--- config.mk ---
export PLATFORM = sky130hd
export DESIGN_NAME = ppfifo_stream_reader
export DESIGN_NICKNAME = d
export VERILOG_FILES = /design/src/rtl/ppfifo_pkg.sv /design/src/rtl/stream_skid_buffer.sv /design/src/rtl/ppfifo_stream_reader.sv
export SDC_FILE = /design/constraint.sdc
export NUM_CORES = 1
export LEC_CHECK = 0
export CAP_MARGIN = 40
export CORE_ASPECT_RATIO = 0.8
export CORE_MARGIN = 2
export CORE_UTILIZATION = 30
export CTS_CLUSTER_DIAMETER = 200
export DETAILED_ROUTE_END_ITERATION = 12
export GPL_TIMING_DRIVEN = 0
export SYNTH_ARGS = -nofsm -noshare
export SYNTH_HDL_FRONTEND = slang
export SYNTH_SLANG_ARGS = --single-unit
--- constraint.sdc ---
create_clock -name clk -period 12 [get_ports clk]
set_clock_uncertainty 0.1 [all_clocks]
set_input_delay 2.4 -clock clk [delete_from_list [all_inputs] [get_ports clk]]
set_output_delay 2.4 -clock clk [all_outputs]
set_load 0.03 [all_outputs]
--- src/rtl/ppfifo_pkg.sv ---
// Shared PPFIFO definitions: reader state encoding, default widths and the
// handshake timing constants shared by the PPFIFO, its generators and its readers.
package ppfifo_pkg;

    localparam int unsigned DATA_WIDTH_DEF = 32;
    localparam int unsigned SIZE_WIDTH_DEF = 24;

    // Activate leads the first strobe by this many cycles; release holds activate low at least this long.
    localparam int unsigned ACT_TO_STB_CYCLES  = 1;
    localparam int unsigned RELEASE_MIN_CYCLES = 1;

    typedef enum logic [1:0] {
        ST_IDLE,
        ST_ACTIVATE,
        ST_READ,
        ST_RELEASE
    } rd_state_e;

endpackage

--- src/rtl/stream_skid_buffer.sv ---
// Two-entry valid/ready buffer with registered head; a push lands on the output
// the next cycle when empty, and pushes are dropped while full (callers gate on full_o).
module stream_skid_buffer
    import ppfifo_pkg::*;
#(
    parameter int unsigned WIDTH = DATA_WIDTH_DEF + 1
) (
    input  logic             clk,
    input  logic             rst,
    input  logic             in_vld_i,
    input  logic [WIDTH-1:0] in_dat_i,
    output logic             out_vld_o,
    output logic [WIDTH-1:0] out_dat_o,
    input  logic             out_rdy_i,
    output logic             full_o,
    output logic             empty_o
);

    logic             head_vld_q, head_vld_d;
    logic [WIDTH-1:0] head_dat_q, head_dat_d;
    logic             tail_vld_q, tail_vld_d;
    logic [WIDTH-1:0] tail_dat_q, tail_dat_d;
    logic             push;
    logic             pop;

    assign push = in_vld_i && !tail_vld_q;
    assign pop  = head_vld_q && out_rdy_i;

    always_comb begin
        head_vld_d = head_vld_q;
        head_dat_d = head_dat_q;
        tail_vld_d = tail_vld_q;
        tail_dat_d = tail_dat_q;
        if (pop) begin
            if (tail_vld_q) begin
                head_dat_d = tail_dat_q;
                tail_vld_d = push;
                if (push) tail_dat_d = in_dat_i;
            end else begin
                head_vld_d = push;
                if (push) head_dat_d = in_dat_i;
            end
        end else if (push) begin
            if (!head_vld_q) begin
                head_vld_d = 1'b1;
                head_dat_d = in_dat_i;
            end else begin
                tail_vld_d = 1'b1;
                tail_dat_d = in_dat_i;
            end
        end
    end

    always_ff @(posedge clk or posedge rst) begin
        if (rst) begin
            head_vld_q <= 1'b0;
            head_dat_q <= '0;
            tail_vld_q <= 1'b0;
            tail_dat_q <= '0;
        end else begin
            head_vld_q <= head_vld_d;
            head_dat_q <= head_dat_d;
            tail_vld_q <= tail_vld_d;
            tail_dat_q <= tail_dat_d;
        end
    end

    assign out_vld_o = head_vld_q;
    assign out_dat_o = head_dat_q;
    assign full_o    = tail_vld_q;
    assign empty_o   = !head_vld_q;

endmodule

--- src/rtl/ppfifo_stream_reader.sv ---
// PPFIFO read master: claims a block, drains size words into a 2-deep skid and streams them with last.
// Strobe-to-output latency 1 cycle; strobes pause (independent of i_ready) while both skid slots hold data.
module ppfifo_stream_reader
    import ppfifo_pkg::*;
#(
    parameter int unsigned DATA_WIDTH = DATA_WIDTH_DEF,
    parameter int unsigned SIZE_WIDTH = SIZE_WIDTH_DEF
) (
    input  logic                  clk,
    input  logic                  rst,
    input  logic                  i_rd_ready,
    output logic                  o_rd_activate,
    input  logic [SIZE_WIDTH-1:0] i_rd_size,
    input  logic [DATA_WIDTH-1:0] i_rd_data,
    output logic                  o_rd_stb,
    output logic [DATA_WIDTH-1:0] o_data,
    output logic                  o_valid,
    output logic                  o_last,
    input  logic                  i_ready,
    input  logic                  i_check_en,
    input  logic                  i_check_clear,
    output logic                  o_error,
    output logic [DATA_WIDTH-1:0] o_error_expected,
    output logic [DATA_WIDTH-1:0] o_error_actual,
    output logic [SIZE_WIDTH-1:0] o_total_count,
    output logic                  o_busy
);

    rd_state_e             state_q, state_d;
    logic                  act_q;
    logic                  busy_q;
    logic [SIZE_WIDTH-1:0] size_q;
    logic [SIZE_WIDTH-1:0] cnt_q;
    logic                  more;
    logic                  drain_done;
    logic                  hs;
    logic                  skid_full;
    logic                  skid_empty;
    logic [DATA_WIDTH:0]   skid_out;
    logic                  err_q;
    logic [DATA_WIDTH-1:0] err_exp_q;
    logic [DATA_WIDTH-1:0] err_act_q;
    logic [SIZE_WIDTH-1:0] total_q;
    logic                  base_vld_q;
    logic [DATA_WIDTH-1:0] prev_q;
    logic [DATA_WIDTH-1:0] prev_inc;

    assign hs         = o_valid && i_ready;
    assign more       = cnt_q < size_q;
    assign o_rd_stb   = (state_q == ST_READ) && more && !skid_full;
    // Leave READ on the cycle the final word is handed off, so activate drops right after it.
    assign drain_done = !more && (skid_empty || (!skid_full && hs));

    always_comb begin
        state_d = state_q;
        case (state_q)
            ST_IDLE:     if (i_rd_ready) state_d = ST_ACTIVATE;
            ST_ACTIVATE: state_d = (i_rd_size == '0) ? ST_RELEASE : ST_READ;
            ST_READ:     if (drain_done) state_d = ST_RELEASE;
            ST_RELEASE:  state_d = ST_IDLE;
            default:     state_d = ST_IDLE;
        endcase
    end

    always_ff @(posedge clk or posedge rst) begin
        if (rst) begin
            state_q <= ST_IDLE;
            act_q   <= 1'b0;
            busy_q  <= 1'b0;
            size_q  <= '0;
            cnt_q   <= '0;
        end else begin
            state_q <= state_d;
            act_q   <= (state_d == ST_ACTIVATE) || (state_d == ST_READ);
            busy_q  <= (state_d != ST_IDLE);
            if (state_q == ST_ACTIVATE) begin
                size_q <= i_rd_size;
                cnt_q  <= '0;
            end else if (o_rd_stb) begin
                cnt_q <= cnt_q + 1'b1;
            end
        end
    end

    stream_skid_buffer #(
        .WIDTH(DATA_WIDTH + 1)
    ) u_skid (
        .clk      (clk),
        .rst      (rst),
        .in_vld_i (o_rd_stb),
        .in_dat_i ({(cnt_q == size_q - 1'b1), i_rd_data}),
        .out_vld_o(o_valid),
        .out_dat_o(skid_out),
        .out_rdy_i(i_ready),
        .full_o   (skid_full),
        .empty_o  (skid_empty)
    );

    assign o_data = skid_out[DATA_WIDTH-1:0];
    assign o_last = skid_out[DATA_WIDTH];

    assign prev_inc = prev_q + 1'b1;

    // A clear coinciding with a handshake wins: count restarts at 0 and that word seeds the pattern.
    always_ff @(posedge clk or posedge rst) begin
        if (rst) begin
            err_q      <= 1'b0;
            err_exp_q  <= '0;
            err_act_q  <= '0;
            total_q    <= '0;
            base_vld_q <= 1'b0;
            prev_q     <= '0;
        end else if (i_check_clear) begin
            err_q      <= 1'b0;
            err_exp_q  <= '0;
            err_act_q  <= '0;
            total_q    <= '0;
            base_vld_q <= hs && i_check_en;
            if (hs && i_check_en) prev_q <= o_data;
        end else if (hs) begin
            total_q <= total_q + 1'b1;
            if (i_check_en) begin
                base_vld_q <= 1'b1;
                prev_q     <= o_data;
                if (base_vld_q && !err_q && (o_data != prev_inc)) begin
                    err_q     <= 1'b1;
                    err_exp_q <= prev_inc;
                    err_act_q <= o_data;
                end
            end
        end
    end

    assign o_rd_activate    = act_q;
    assign o_busy           = busy_q;
    assign o_error          = err_q;
    assign o_error_expected = err_exp_q;
    assign o_error_actual   = err_act_q;
    assign o_total_count    = total_q;

endmodule

==> results of run 1 <==
[final timing paths]
| kind | cells after the start | startpoint | slack, ns | to |
|---|---|---|---|---|
| setup / recovery | 11 | cnt_q[1] | 5.47 | o_rd_stb |
| hold / removal | 1 | u_skid.tail_dat_q[9] | 0.40 | u_skid.tail_dat_q[9] |
| setup reg to reg | 12 | prev_q[0] | 7.30 | o_error_actual[13] |
| hold reg to reg | 1 | u_skid.tail_dat_q[9] | 0.40 | u_skid.tail_dat_q[9] |
| max in group asynchronous | 3 | rst | 8.72 | u_skid.tail_dat_q[6] |
| min in group asynchronous | 2 | rst | 2.19 | size_q[17] |
[logic make-up after synthesis]
group | Yosys count | share of synthesized area
xor gates and xnor gates | 110 | 0.0750
AOI/OAI and AO/OA | 289 | 0.131
DFF | 242 | 0.455
muxes | 136 | 0.114
buffers and inverters | 133 | 0.0409
and+or+nand+nor | 382 | 0.155
adders and majority gates | 32 | 0.0301
[cell type report]
class | instances | area [µm²] | share of cell area
Clock buffer | 36 | 772 | 0.0452
Timing Repair Buffer | 191 | 1950 | 0.114
Multi-Input combinational cell | 949 | 6720 | 0.394
Antenna cell | 1 | 2.50 | 0.000147
Inverter | 45 | 176 | 0.0103
Buffer | 88 | 375 | 0.0220
Clock inverter | 17 | 272 | 0.0159
Sequential cell | 242 | 6060 | 0.355
Tap cell | 603 | 754 | 0.0442
[stage by stage]
| stage | std cells | setup slack, ns | util |
|---|---|---|---|
| floorplan | 1324 | 2.86 | - |
| CTS | 2170 | 5.42 | 0.387 |
| global route | 2172 | 5.32 | 0.387 |
| finish | 2172 | 5.47 | 0.387 |
| detailed placement | 2117 | 6.04 | 0.363 |
| global placement | 2113 | -0.578 | 0.361 |
[critical path: stages, from the launching register on]
cell and delay [ns]:
sky130_fd_sc_hd__dfrtp_1 0.45, sky130_fd_sc_hd__ha_1 0.29, sky130_fd_sc_hd__nor2b_1 0.12, sky130_fd_sc_hd__o21a_1 0.16, sky130_fd_sc_hd__o21a_1 0.17, sky130_fd_sc_hd__o211ai_1 0.17, sky130_fd_sc_hd__a31oi_1 0.13, sky130_fd_sc_hd__o31a_1 0.41
sky130_fd_sc_hd__or3_1 0.39, sky130_fd_sc_hd__clkbuf_1 0.23, sky130_fd_sc_hd__inv_1 0.25, sky130_fd_sc_hd__clkdlybuf4s50_1 0.71
[state kept, by name, summed over array words and instances, names as in the netlist, 24 cells and up]
register and flops:
cnt_q 24, o_error_actual 32, o_error_expected 32, o_total_count 24, prev_q 32, size_q 24, u_skid.out_dat_o 33, u_skid.tail_dat_q 33
[per-layer routing]
metal | global-route usage | wire, µm | up-vias
met2 | 0.265 | 17900 | 319
met4 | 0.0466 | 1020 | 0
met1 | 0.278 | 21100 | 5573
li1 | - | - | 5249
met5 | 0 | 0 | -
met3 | 0.0303 | 2520 | 54
[Yosys cell counts (3+ instances only)]
master                        n  share of area
sky130_fd_sc_hd__o32ai_1      4         0.0026
sky130_fd_sc_hd__nand2_1     76          0.021
sky130_fd_sc_hd__a31o_2       5         0.0033
sky130_fd_sc_hd__or3_1       16         0.0075
sky130_fd_sc_hd__nor3b_1      5         0.0028
sky130_fd_sc_hd__o211ai_1     5         0.0028
sky130_fd_sc_hd__nor2_1      62          0.017
sky130_fd_sc_hd__xor2_1      51          0.034
sky130_fd_sc_hd__nor2b_1      8         0.0038
sky130_fd_sc_hd__mux2_2     123           0.10
sky130_fd_sc_hd__dfrtp_1    242           0.45
sky130_fd_sc_hd__and2_1       7         0.0033
sky130_fd_sc_hd__and4_1      10         0.0066
sky130_fd_sc_hd__a2111oi_0    3         0.0020
sky130_fd_sc_hd__nand4_1     28          0.013
sky130_fd_sc_hd__or2_2        4         0.0019
sky130_fd_sc_hd__a21oi_1    103          0.039
sky130_fd_sc_hd__inv_1       45          0.013
sky130_fd_sc_hd__nor4_1      14         0.0066
sky130_fd_sc_hd__nor3_1      18         0.0068
sky130_fd_sc_hd__clkbuf_1    64          0.018
sky130_fd_sc_hd__ha_1        32          0.030
sky130_fd_sc_hd__mux2i_1     13         0.0098
sky130_fd_sc_hd__a21o_1       6         0.0034
sky130_fd_sc_hd__nand2b_1    12         0.0056
sky130_fd_sc_hd__a211oi_1    33          0.019
sky130_fd_sc_hd__o31ai_1     13         0.0073
sky130_fd_sc_hd__and3_1      26          0.012
sky130_fd_sc_hd__o21ai_0     83          0.031
sky130_fd_sc_hd__or4_1       14         0.0079
sky130_fd_sc_hd__a31oi_1      6         0.0028
sky130_fd_sc_hd__o21a_1       5         0.0028
sky130_fd_sc_hd__nor4b_1      3         0.0020
sky130_fd_sc_hd__o2111ai_1    6         0.0039
sky130_fd_sc_hd__nand3_1     65          0.024
sky130_fd_sc_hd__buf_2       20         0.0075
sky130_fd_sc_hd__xnor2_1     56          0.037
[power groups by stage]
stage / clock (W) / sequential, W / combinational (W)
6_report: 0.000974 / 0.00136 / 0.00145
5_1_grt: 0.00103 / 0.00139 / 0.00158
4_1_cts: 0.000997 / 0.00135 / 0.00145
3_5_place_dp: 0 / 0.00136 / 0.00144
3_3_place_gp: 0 / 0.00135 / 0.00141
2_1_floorplan: 0 / 0.00137 / 0.000879
==> results.md, run 1 <==
- In this run the remaining antenna-violating nets after routing total 0.
- For this run, the post-layout net count is 1640.
- The maximum number of pins on one net before global-route repair is 93.
- Measured along the y axis, the die boundary spans 192 µm.
- Of the synthesized area, sequential elements account for 0.455.
- For this configuration, the core starts out at a cell density of 0.302.
- The number of design-rule violations left by the first detailed-router iteration is 840.
- The time the final worst path needs with I/O delays and setup is 6.53 ns.
- The number of sinks driven by the clock tree is 242.
- Of the total power, the clock network draws 0.258.
- The run finished with clean final reports.
- 188 I/O pins were placed.
- The required time of the critical path is 9.50 ns.
- The number of resized instances in the post-cts repair step is 0.
- The total of flip-flops plus latches after synthesis is 242.
- Each instance of the synthesized netlist takes up on average 10.1 µm².
- The setup TNS after final layout is 0 ns.
- Counting flops with a built-in enable in the synthesized netlist gives 0.
- The count of buffers added on input and output ports is 186.
- The final setup violation count is 0.
- Compared with the post-synthesis result, the final layout area differs by 28.2%.
- The ratio of routed vias to standard cells is 5.15.
- The fraction of power consumed by combinational cells is 0.384.
- The sequential fraction of design power is 0.359.
- The post-detailed-placement half-perimeter wirelength is 32.1 mm.
- The share of synthesized flip-flops with an asynchronous set or reset is 1.00.
- The maximum fanout along the worst path is 8.
- The number of failing hold endpoints at the final stage came to 0.
- The clock root buffer is sky130_fd_sc_hd__clkbuf_16.
- The worst pin sits at a relative slew slack of 0.456.
- The via count of the first global-routing pass is 11000.
- The net switching share of the total power is 0.391.
- The tightest hold path in the finished design has a slack of 0.403 ns.
- The clock-pin slew on the worst setup and hold paths is 0.06 ns.
- The first global-routing pass estimated 65.4 mm of wire.
- The static leakage power is 6.87 nW.
- The DRC violations left is 0.
- The insertion delay of the later-clocked pin in the worst-skew pair is 0.57 ns.
- In the layout the commonest cells are sky130_fd_sc_hd__dfrtp_1, sky130_fd_sc_hd__clkdlybuf4s50_1, sky130_fd_sc_hd__mux2_2.
- Based on the critical path, the design can be clocked at up to 153 MHz.
- The element type at the critical path start is a flip-flop.
- The total power after layout is 0.00378 W.
- The number of buffers on the longest clock path is 3.
- TritonCTS built the clock tree.
- The most frequently used flop master after synthesis is sky130_fd_sc_hd__dfrtp_1.
- The core region area is 44100 µm².
- The total power per unit cell area is 221 nW/µm².
- Synthesis produced a netlist whose cell count is 1324.
- The wire length reported by the detailed router is 42.6 mm.
- The detailed-routing iteration count for the pre-antenna-repair pass is 5.
- In this run the cell area of the synthesized design comes to 13300 µm².
- The worst hold path belongs to the class reg2reg.
- The congestion estimate from routability-driven global placement came to 0.869.
- Buffers inserted during clock tree synthesis total 29.
- Measured along the x axis, the die boundary spans 240 µm.
- The max-slew violation total from the final report is 0.
- The routed wirelength normalized by instance count is 19.6 µm.
- The total number of vias is 11200.
- The number of antenna violations at the first check in global routing came to 2.
- Post-CTS timing repair inserted 0 buffers for setup.
- The internal portion of the total power is 0.00230 W.
- The total track usage is 0.183.
- The count of synthesis-stage warnings from yosys is 0.
- At the worst endpoint, the arrival time is 4.03 ns.
- The total congestion overflow after global routing is 0.
- The layout has 4318 filler cells.
- The number of nets in the synthesized netlist is 1418.
- Max-cap violations in this run came to 0.
- The library cell used most frequently in the layout, excluding fill and tap cells, is sky130_fd_sc_hd__dfrtp_1.
- In the finished design, the share of the clock period the worst path needs comes to 0.544.
- The peak supply drop is 109 µV.
- Yosys mapped the design onto 66 distinct sky130hd cell types.
- The hold buffer count at CTS is 0.
- The area after detailed placement is 16000 µm².
- After routing the design area is 17100 µm².
- STA classifies the critical path endpoint as a primary output.
- The maximum level of the CTS H-tree is 1.
- The die covers 46100 µm².
- The total number of placement rows is 69.
- The startpoint-to-endpoint class of the critical path is reg2out.
- In the final layout, the share of cells above drive strength 1 is 0.140.
- The reported net switching power is 0.00148 W.
- Setup repair after global routing left no endpoint under its margin.
- The slew at the pin closest to its max-slew limit is 0.817 ns.
No activity file was read; power rests on OpenSTA's default activity.
==> run 2, diff against run 1 <==
clock period = 6 ns   (was 12 ns; I/O delays follow)
==> results.md, run 2 (same netlist as run 1, synthesis figures left out) <==
- The run finished with clean final reports.
- The total power per unit cell area is 435 nW/µm².
- The hold path depth is 1.
- In this run the number of cells on the critical path is 11.
- The worst register-to-register path begins at prev_q[0].
- The max-slew violation total from the final report was 0.
- After detailed routing, the total wire length is 42.2 mm.
- The initial utilization of the core area, before any placement, comes to 0.302.
- Measured against its own limit, the worst slew margin works out to 0.431.
- The non-filler instance count after layout is 2171.
- The die extent in y is 192 µm.
- Dividing the detail-routed wire length by the instance count gives 19.4 µm.
- For the pin with the worst max-slew slack, the measured transition is 0.854 ns.
- The setup check on the worst reg-to-reg path leaves a slack of 1.28 ns.
- The hold path endpoint is u_skid.tail_dat_q[20].
- The worst path in the final design needs a cycle of 5.33 ns, including I/O delays and setup.
- The global-route wire length before repair is 64.2 mm.
- The number of failing hold endpoints at the final stage is 0.
- 188 I/O pins were placed.
- Setup violations remaining at the end of the flow were counted as 0.
- The total track usage is 0.180.
- The DRC violations left is 0.
- The worst min-delay path class is reg2reg.
- Relative to the synthesized area, the layout overhead comes to 28.3%.
- The clock root buffer is sky130_fd_sc_hd__clkbuf_16.
- The hold buffer count at CTS is 0.
- The number of nets in the finished design is 1644.
- The number of placed instances, taps included is 2122.
- The floorplan step defined a die boundary enclosing 46100 µm².
- The required time of the critical path is 4.70 ns.
- Setup repair after global routing left no endpoint under its margin.
- The total CTS buffers is 29.
- The cell family with the largest share of critical-path delay is buffers and inverters.
- The cell with the largest stage delay on the worst path is sky130_fd_sc_hd__clkdlybuf4s50_1.
- The CTS tree is done.
- The die span in x is 240 µm.
- In this run, post-CTS repair resized a total of 0 instances.
- The total power after layout is 0.00743 W.
- Based on the critical path, the design can be clocked at up to 188 MHz.
- In this design, the stage delay of the slowest critical-path cell is 0.71 ns.
- On the final layout, the worst hold slack is 0.401 ns.
- Walking the worst path, the cells encountered are ha_1 > nor2b_1 > o21a_1 > o21a_1 > o211ai_1 > a31oi_1 > o31a_1 > or3_1 > clkbuf_1 > inv_1 > clkdlybuf4s50_1.
- The top cell types in the final layout, fill and taps aside, are sky130_fd_sc_hd__dfrtp_1, sky130_fd_sc_hd__clkdlybuf4s50_1, sky130_fd_sc_hd__mux2_2.
- After clock tree synthesis, the clock-pin slew on the worst setup and hold paths is 0.06 ns.
- The number of antenna violations at the first check in global routing was 1.
- The final weighted congestion in routability-driven placement is 0.866.
- For this run, the detailed router's first-pass iteration total came to 5.
- The maximum number of pins on one net before global-route repair is 38.
- STA classifies the critical path startpoint as a flip-flop.
- The most common cell after layout, fill and taps aside is sky130_fd_sc_hd__dfrtp_1.
- The number of nets still failing antenna checks after routing is 0.
- STA classifies the critical path endpoint as a primary output.
- Timing analysis after detailed placement gives a worst setup slack of 1.23 ns.
- The number of design-rule violations left by the first detailed-router iteration is 731.
- The peak supply drop is 179 µV.
- Counting both buffers and inverters, the worst setup path holds a total of 3.
- The post-detailed-placement half-perimeter wirelength is 32.3 mm.
- The most repeated library cell on the critical path is sky130_fd_sc_hd__o21a_1.
- STA puts the critical path data arrival time at 4.03 ns.
- Of the cells placed in the final design, the portion with a size suffix greater than 1 is 0.142.
- Max-cap violations in this run came to 0.
- The slack of the critical path is 0.669 ns.
- After global routing the overflow that remains totals 0.
- Measured in cells, the most critical reg-to-reg path has a length of 11.
- Fill cells in the final layout number 4309.
- The static leakage power is 6.88 nW.
- The total number of vias is 11200.
- The total number of placement rows is 69.
- The via count of the first global-routing pass is 10800.
- The end of the worst register-to-register path is o_error_actual[9].
- The region available for standard cell placement spans 44100 µm².
- The period utilization is 0.889.
- Counting along the longest clock path gives a buffer depth of 3.
- The number of sinks driven by the clock tree is 242.
- The later pin in the worst-skew pair is clocked with a latency of 0.57 ns.
- Along the worst path, the maximum fanout reaches 8.
- The number of buffers added on ports is 186.
- The hold path startpoint is u_skid.tail_dat_q[20].
- The maximum level of the CTS H-tree is 1.
- In the routed layout, each cell is associated on average with a via count of 5.18.
- The worst setup path is of the reg2out kind.
- The number of setup buffers added after CTS is 0.
[run 2: cell count changes in the layout (fill, tap and decap cells not counted), moves of 3 or more]
cell	previous run	this run
sky130_fd_sc_hd__buf_12	0	6
sky130_fd_sc_hd__clkbuf_8	2	5
sky130_fd_sc_hd__clkbuf_1	69	66
sky130_fd_sc_hd__bufinv_16	7	4
[run 2: worst max-delay path by stage]
| stage | end | slack, ns | startpoint |
|---|---|---|---|
| 6_report | o_rd_stb | 0.67 | cnt_q[1] |
| 5_1_grt | o_rd_stb | 0.47 | size_q[1] |
| 4_1_cts | o_rd_stb | 0.61 | cnt_q[1] |
| 3_5_place_dp | o_rd_stb | 1.23 | cnt_q[1] |
| 3_3_place_gp | u_skid.tail_dat_q[5] | -0.45 | rst |
| 2_1_floorplan | base_vld_q | 1.52 | rst |
[run 2: per-stage QoR]
| stage | TNS [ns] | cell area (µm²) | utilization |
|---|---|---|---|
| floorplan | 0 | 13300 | - |
| global placement | -102.63 | 15900 | 0.361 |
| detailed placement | 0 | 16100 | 0.365 |
| CTS | 0 | 17100 | 0.387 |
| global route | 0 | 17100 | 0.388 |
| finish | 0 | 17100 | 0.388 |
[run 2: area by class of cell]
type	instances	area, µm²	area share
multi-input combinational	949	6720	0.393
sequential	242	6060	0.354
timing repair buffer	195	2040	0.119
clock buffer	36	802	0.0469
tap	603	754	0.0441
buffer	88	375	0.0220
inverter	45	173	0.0101
clock inverter	12	170	0.00995
antenna	1	2.50	0.000146
[run 2: routing by layer]
| layer | vias to the layer above | track usage | part of all wire |
|---|---|---|---|
| met5 | - | 0 | 0 |
| li1 | 5260 | - | - |
| met3 | 63 | 0.0402 | 0.066 |
| met2 | 294 | 0.257 | 0.42 |
| met4 | 0 | 0.0531 | 0.030 |
| met1 | 5629 | 0.268 | 0.49 |
[run 2: power by group]
| part | switching, W | leakage (nW) | total (W) | internal (W) |
|---|---|---|---|---|
| Combinational | 0.00158 | 3.25 | 0.00289 | 0.00131 |
| Clock | 0.000710 | 0.481 | 0.00182 | 0.00111 |
| Sequential | 0.000642 | 3.14 | 0.00272 | 0.00208 |
| Total | 0.00293 | 6.88 | 0.00743 | 0.00450 |
==> run 3, diff against run 2 <==
CORE_ASPECT_RATIO = 0.5   (was 0.8)
==> results.md, run 3 (same netlist as run 1, synthesis figures left out) <==
- The insertion delay of the later-clocked pin in the worst-skew pair is 0.57 ns.
- The first routing iteration left 666 violations.
- After detailed routing, the number of vias per cell comes to 5.12.
- The via count of the first global-routing pass is 10800.
- In the routed design, unresolved DRC markers number 0.
- The data arrival time of the critical path is 4.01 ns.
- The routed wirelength normalized by instance count is 19.0 µm.
- Setup repair after global routing left no endpoint under its margin.
- The static leakage power is 6.83 nW.
- The sequential cell area is 6060 µm².
- Of the total power, the clock network draws 0.247.
- The required time of the critical path is 4.70 ns.
- In this run the count of I/O pins placed on the die edge is 188.
- The highest cell delay on the worst timing path is 0.76 ns.
- The max-slew violation total from the final report was 0.
- Clock-pin slew was measured on the worst setup and hold paths at 0.07 ns.
- The total power per unit cell area is 430 nW/µm².
- In this run the deepest clock path goes through 3 buffers.
- The core region area is 43700 µm².
- The multi-input combinational cells in the finished layout cover a total of 6730 µm².
- Headroom to the max-slew limit came out at 0.374.
- The upper clock frequency limit is 188 MHz.
- The die span in x is 302 µm.
- The share of total power dissipated in sequential elements is 0.363.
- The global-route wire length before repair is 64.4 mm.
- The number of antenna violations at the first check in global routing is 2.
- Global routing finished with a remaining overflow of 0.
- The nature of the critical path endpoint is a primary output.
- Along the worst path, the maximum fanout reaches 8.
- The total track usage is 0.177.
- The wire length reported by the detailed router is 41.0 mm.
- The CTS tree is done.
- The number of fill cells in the layout is 4365.
- The number of hold buffers added after CTS was 0.
- VDD sags by at most 214 µV.
- Traced cell by cell, the critical path runs through ha_1 > nor2b_1 > o21a_1 > o21a_1 > o211ai_1 > a31oi_1 > o31a_1 > or3_1 > clkbuf_1 > inv_1 > clkdlybuf4s50_1.
- The cell with the largest stage delay on the worst path is sky130_fd_sc_hd__clkdlybuf4s50_1.
- In the final layout, the share of cells above drive strength 1 is 0.138.
- The die extent in y is 153 µm.
- Setup total negative slack on the finished layout was measured at 0 ns.
- The number of nets in the finished design is 1640.
- In this run the clock root is driven by a sky130_fd_sc_hd__clkbuf_16.
- Relative to the synthesized area, the layout overhead comes to 27.7%.
- The critical path in this run is classified as reg2out.
- The net switching share of the total power is 0.390.
- The number of nets still failing antenna checks after routing is 0.
- The finished cells cover 17000 µm².
- Cell internal power was estimated by the tool at 0.00446 W.
- The number of sinks driven by the clock tree is 242.
- The initialized floorplan defines 54 standard-cell rows.
- The final setup violation count is 0.
- The fraction of power consumed by combinational cells is 0.389.
- The initial utilization of the core area, before any placement, comes to 0.305.
- The die covers 46200 µm².
- At the pin with the least slew margin, the transition time is 0.935 ns.
- The worst min-delay path class is reg2reg.
- The maximum level of the CTS H-tree is 1.
- Entering global routing, the biggest net connects 36 pins.
- The worst path in the final design needs a cycle of 5.31 ns, including I/O delays and setup.
- Dividing the final minimum period by the clock period gives 0.885.
- In the layout the commonest cells are sky130_fd_sc_hd__dfrtp_1, sky130_fd_sc_hd__clkdlybuf4s50_1, sky130_fd_sc_hd__mux2_2.
- The routed layout has 11000 vias.
- The total CTS buffers is 27.
- The number of buffers added on ports is 186.
- The reported net switching power is 0.00285 W.
- The element type at the critical path start is a flip-flop.
- In this design, the critical path's most frequently occurring cell is sky130_fd_sc_hd__o21a_1.
- Max-cap violations in this run came to 0.
- Detailed placement finished with a half-perimeter wire length of 30.6 mm.
- The detailed-routing iteration count for the pre-antenna-repair pass is 5.
- The placed instances occupy a cell area of 16100 µm².
- The number of failing hold endpoints at the final stage is 0.
- The most common cell after layout, fill and taps aside is sky130_fd_sc_hd__dfrtp_1.
- The number of setup buffers added after CTS is 0.
- The run finished with clean final reports.
- The number of resized instances in the post-cts repair step is 0.
- The final weighted congestion in routability-driven placement is 0.908.
## run 3: cell types whose count changed in the layout (fill, tap and decap cells not counted), sizes merged
cell    change
buf         -2
clkinv      -1
clkbuf      +1
bufinv      +1
## run 3: per-layer routing
layer	routed length, µm	track usage
met2	19400	0.288
met4	1280	0.0514
met1	18600	0.243
met3	1790	0.0270
met5	0	0
## run 3: through the flow
| step | total power, W | instances | worst slack [ns] | util | hold WS (ns) |
|---|---|---|---|---|---|
| 6_report | 0.00732 | 2155 | 0.690 | 0.389 | 0.402 |
| 2_1_floorplan | 0.00450 | 1324 | 1.52 | - | 0.375 |
| 3_3_place_gp | 0.00548 | 2098 | -0.600 | 0.364 | 0.382 |
| 5_1_grt | 0.00776 | 2155 | 0.517 | 0.389 | 0.416 |
| 4_1_cts | 0.00738 | 2154 | 0.620 | 0.389 | 0.404 |
| 3_5_place_dp | 0.00554 | 2105 | 1.25 | 0.368 | 0.390 |
## run 3: worst paths after layout
| path | from | end | slack (ns) | cells past startpoint |
|---|---|---|---|---|
| max in group asynchronous | rst | u_skid.out_dat_o[20] | 3.73 | 5 |
| min reg2reg | u_skid.tail_dat_q[7] | u_skid.tail_dat_q[7] | 0.40 | 1 |
| max reg2reg | prev_q[0] | o_error_expected[7] | 1.19 | 11 |
| min in group asynchronous | rst | o_rd_activate | 1.00 | 2 |
| max | cnt_q[1] | o_rd_stb | 0.69 | 11 |
| min | u_skid.tail_dat_q[7] | u_skid.tail_dat_q[7] | 0.40 | 1 |
## run 3: cell type report
cell class,instances,area share
plain buffers,88,0.0221
repair buffers,193,0.118
clock buffers,37,0.0431
well taps,588,0.0433
inverters,45,0.0102
multi-input cells,949,0.395
clock inverters,12,0.0121
diodes,1,0.000147
flip-flops and latches,242,0.356
## run 3: critical path: cells and delay by family (launching register included)
family	cells	cell delay, ns
buf+inv	3	1.14
flops	1	0.45
compound gates	5	1.05
simple gates	2	0.51
fa+ha+maj	1	0.29
## run 3: power groups by stage
stage | sequential [W] | combinational [W] | clock, W
after floorplan | 0.00274 | 0.00176 | 0
after global placement | 0.00267 | 0.00281 | 0
after detailed placement | 0.00268 | 0.00286 | 0
after CTS | 0.00266 | 0.00287 | 0.00185
after global routing | 0.00273 | 0.00311 | 0.00192
final | 0.00266 | 0.00285 | 0.00181
